==> src/rtl/fetch_queue.sv <==
// Instruction prefetch buffer: issues sequential fetches to an in-order memory,
// queues returned instructions with their PCs and presents one per cycle to decode.
module fetch_queue #(
  parameter int          DEPTH    = 4,
  parameter logic [31:0] RESET_PC = 32'h0
) (
  input  logic        clk,
  input  logic        rst,
  output logic        imem_req,
  output logic [31:0] imem_addr,
  input  logic        imem_gnt,
  input  logic        imem_rvalid,
  input  logic [31:0] imem_rdata,
  input  logic        jump,
  input  logic [31:0] target,
  input  logic        keep,
  output logic        valid,
  output logic [31:0] instr,
  output logic [31:0] pc
);

  localparam int PW = (DEPTH > 1) ? $clog2(DEPTH) : 1;
  localparam int CW = PW + 1;

  typedef logic [PW-1:0] ptr_t;
  typedef logic [CW-1:0] cnt_t;

  logic [31:0] fpc;
  logic [31:0] rpc;
  logic [31:0] q_pc    [DEPTH];
  logic [31:0] q_instr [DEPTH];
  ptr_t        head;
  ptr_t        tail;
  cnt_t        count;
  cnt_t        outst;
  cnt_t        drop;

  logic [CW:0] inflight;
  logic        grant;
  logic        resp;
  logic        push;
  logic        pop;

  // Queued plus outstanding is capped at DEPTH, so a response always has room.
  always_comb begin
    inflight  = {1'b0, count} + {1'b0, outst};
    imem_req  = !rst && !jump && (inflight < (CW+1)'(DEPTH));
    imem_addr = fpc;
    grant     = imem_req && imem_gnt;
    resp      = imem_rvalid && (outst != '0);
    push      = resp && !jump && (drop == '0);
    valid     = !rst && (count != '0);
    pop       = valid && !keep && !jump;
    instr     = valid ? q_instr[head] : 32'h0;
    pc        = valid ? q_pc[head]    : 32'h0;
  end

  always_ff @(posedge clk) begin
    if (rst) begin
      fpc   <= RESET_PC;
      rpc   <= RESET_PC;
      head  <= '0;
      tail  <= '0;
      count <= '0;
      outst <= '0;
      drop  <= '0;
    end else if (jump) begin
      // Every request still in flight belongs to the abandoned stream.
      head  <= tail;
      count <= '0;
      fpc   <= target;
      rpc   <= target;
      outst <= outst - cnt_t'(resp);
      drop  <= outst - cnt_t'(resp);
    end else begin
      if (grant)
        fpc <= fpc + 32'd4;
      outst <= outst + cnt_t'(grant) - cnt_t'(resp);
      if (resp && (drop != '0))
        drop <= drop - cnt_t'(1);
      if (push) begin
        tail <= tail + ptr_t'(1);
        rpc  <= rpc + 32'd4;
      end
      if (pop)
        head <= head + ptr_t'(1);
      count <= count + cnt_t'(push) - cnt_t'(pop);
    end
  end

  // Storage needs no reset: entries are only observed while count covers them.
  always_ff @(posedge clk) begin
    if (!rst && push) begin
      q_pc[tail]    <= rpc;
      q_instr[tail] <= imem_rdata;
    end
  end

endmodule

==> config.mk <==
export PLATFORM = sky130hd
export DESIGN_NAME = fetch_queue
export DESIGN_NICKNAME = d
export VERILOG_FILES = /design/src/rtl/fetch_queue.sv
export SDC_FILE = /design/constraint.sdc
export NUM_CORES = 1
export LEC_CHECK = 0
export CAP_MARGIN = 20
export CORE_MARGIN = 10
export CORE_UTILIZATION = 35
export CTS_BUF_LIST = sky130_fd_sc_hd__clkbuf_8
export DETAILED_ROUTE_END_ITERATION = 8
export DONT_BUFFER_PORTS = 1
export SYNTH_ARGS = -nofsm -noshare
export SYNTH_HDL_FRONTEND = slang
export SYNTH_SLANG_ARGS = --single-unit
==> constraint.sdc <==
create_clock -name clk -period 3.3 [get_ports clk]
set_input_delay 0.66 -clock clk [delete_from_list [all_inputs] [get_ports clk]]
set_output_delay 0.66 -clock clk [all_outputs]
set_load 0.01 [all_outputs]
==> flow_summary.json <==
{
  "multiInputGateArea_sq_mm": 0.004492,
  "yosysWarnings": 0,
  "final_common_cell": "edfxtp_1",
  "clockBufferDepth": 3,
  "insertion_delay_ps": 630,
  "gp_congestion": 0.8159,
  "grt_pass1_vias": 8296,
  "first_pass_iters": 6,
  "drtAntennaViolNets": 0,
  "p_comb_share_pct": 8.6,
  "ys_seq_area_share_pct": 65.70,
  "worstPathArrival_ps": 2390,
  "root_buffer": "clkbuf_8",
  "mappedNetlistNets": 1022,
  "power.total_w": 0.008985,
  "grt_max_degree": 66,
  "post_cts_buffers": 0,
  "nNetsFinal": 1051,
  "yosysUniqueCellTypes": 65,
  "area_delta_synth_final_pct": 11.90,
  "viasPerCell": 5.147,
  "path_max_fanout": 32,
  "final_layout_size_suffix_gt1_share_pct": 17.79,
  "synth-seq-cells": 335,
  "finalCritPeriodShare_pct": 92.51,
  "timing.fmax_mhz": 327.6,
  "p_per_area_mw_per_mm2": 569.1,
  "setup_viol": 0,
  "worst-slew-pin-transition_ps": 637.5,
  "drv_cap": 0,
  "yosysTopAreaCell": "edfxtp_1",
  "clk_pin_slew_ps": 60,
  "drt_wl_total_mm": 32.84,
  "die_area_sq_mm": 0.04874,
  "switching_power_w": 0.002207,
  "synth.area.top_cells": "edfxtp_1 54%, dfxtp_1 11%, mux4_2 10%",
  "htreeDepth": 2,
  "ctsResizeCount": 0,
  "synth-edff-count": 256,
  "power_frac_clock_pct": 36.9,
  "outcome": "completed",
  "numCtsBuffers": 56,
  "cts_tree": "done",
  "rsz0062_at_grt": "false",
  "synthesis.area_sq_mm": 0.01411,
  "antenna_found_initial": 0,
  "synth_top_area_share_pct": 54.49,
  "post_dp_cell_area_sq_mm": 0.01478,
  "avgSynthCellArea_sq_um": 15.11,
  "initial_core_util_pct": 35.43,
  "track_usage_pct": 13.48,
  "holdBufCountCts": 0,
  "seq_area_sq_mm": 0.009276,
  "pin_count": 168,
  "critPathLaunchType": "flop",
  "fillers": 3723,
  "layout_min_cycle_time_ps": 3053,
  "dp_cells": 1430,
  "rows": 73,
  "final_cell_mix": "256 x edfxtp_1, 77 x dfxtp_1, 68 x and2_1, 64 x mux4_2, 58 x clkbuf_8",
  "die_w_um": 220.8,
  "swShare_pct": 24.56,
  "max_slew_margin_pct": 57.44,
  "leakage_nw": 5.144,
  "seqPwrFrac_pct": 54.5,
  "n_antenna_cell": 0,
  "wl_per_cell_um": 21.45,
  "hp-class": "in -> reg",
  "drt_iter0_drc": 481,
  "end_kind": "primary output",
  "fin_cells": 1531,
  "grt_pass1_wl_mm": 50.44,
  "worstPathRequired_ps": 2640,
  "overflow": 0,
  "drc": 0,
  "vias": 7880,
  "slew_viol_final": 0,
  "syn_inst": 934,
  "die_h_um": 220.8,
  "core-area_sq_mm": 0.03982,
  "p_int_w": 0.006778,
  "synthArstFlopShare_pct": 0,
  "synthFlopType": "edfxtp_1",
  "skew_ps": 39.76,
  "holdWs_ps": 86.57,
  "io_buffer_count": 0,
  "fin_area_sq_mm": 0.01579,
  "dp_hpwl_mm": 21.25,
  "fin_tns_setup_ps": 0,
  "cts_sinks": 335,
  "hold_viol_final": 0,
  "criticalPathCategory": "reg -> out",
  "ir_worst_vdd_v": 0.0003122
}
==> cell families after synthesis <==
kind of cell,synth area share [%]
mux,10.58
fa+ha+maj,1.703
flops,65.70
buf+inv,2.607
compound gates,5.268
xor+xnor,3.290
simple gates,10.85
==> per-stage QoR <==
step | setup slack (ps) | utilization [%]
finish | 247.3 | 39.64
global route | 62.53 | 39.64
CTS | 139.2 | 39.64
detailed placement | 387.4 | 37.11
global placement | 458.1 | 37.11
floorplan | 220.0 | -
==> worst max-delay path: stages (launching register included) <==
cell and delay [ps]:
dfxtp_4 600, buf_12 330, mux4_2 580, and2_1 220
==> synthesized netlist by cell type (3+ instances only) <==
master    count
edfxtp_1    256
dfxtp_1      79
and2_1       68
mux4_2       64
nand2_1      49
a21oi_1      38
nor2_1       37
inv_1        33
xor2_1       31
clkbuf_1     29
nand3_1      29
xnor2_1      22
a21boi_0     19
nand4_1      19
ha_1         16
nor3_1       16
a211oi_1     12
buf_2        11
and3_1       10
o21ai_0       9
a31oi_1       6
mux2i_1       4
o211ai_1      4
o21bai_1      4
or3_1         4
a21boi_1      3
a311oi_1      3
and4_1        3
clkbuf_8      3
nor4_1        3
or2_2         3
==> metal layers <==
layer,global-route usage (%),share of wire (%),vias to the layer above
li1,-,-,3616
met1,17.37,43,3949
met2,20.01,43,257
met3,5.749,11,58
met4,4.647,2.2,0
met5,0,0,-
==> final cells by class <==
type | instances | area share, %
Timing Repair Buffer | 19 | 1.458
Multi-Input combinational cell | 518 | 28.45
Tap cell | 525 | 4.161
Clock buffer | 58 | 5.056
Inverter | 33 | 0.7846
Sequential cell | 335 | 58.76
Clock inverter | 43 | 1.331
==> power by group through the flow <==
stage / Clock, W / Combinational (W) / Sequential [W]
6_report: 0.00331 / 0.000776 / 0.00489
5_1_grt: 0.00363 / 0.000883 / 0.00492
4_1_cts: 0.00344 / 0.000794 / 0.00490
3_5_place_dp: 0 / 0.000789 / 0.00498
3_3_place_gp: 0 / 0.000779 / 0.00497
2_1_floorplan: 0 / 0.000632 / 0.00491
==> flip-flops by register name (all words and copies together), names as in the netlist, named ones only <==
| name | count |
|---|---|
| rpc | 32 |
| q_instr | 128 |
| count | 3 |
| tail | 2 |
| drop | 3 |
| imem_addr | 32 |
| q_pc | 128 |
| outst | 3 |
| head | 2 |
==> final timing paths <==
path	depth (start not counted)	slack, ps	from	end
max	3	250	flop	instr[17]
min	1	90	rst	imem_addr[1]
max reg2reg	12	380	outst[1]	outst[2]
min reg2reg	2	510	imem_addr[0]	imem_addr[0]
Power figures use the tool's default switching activity.
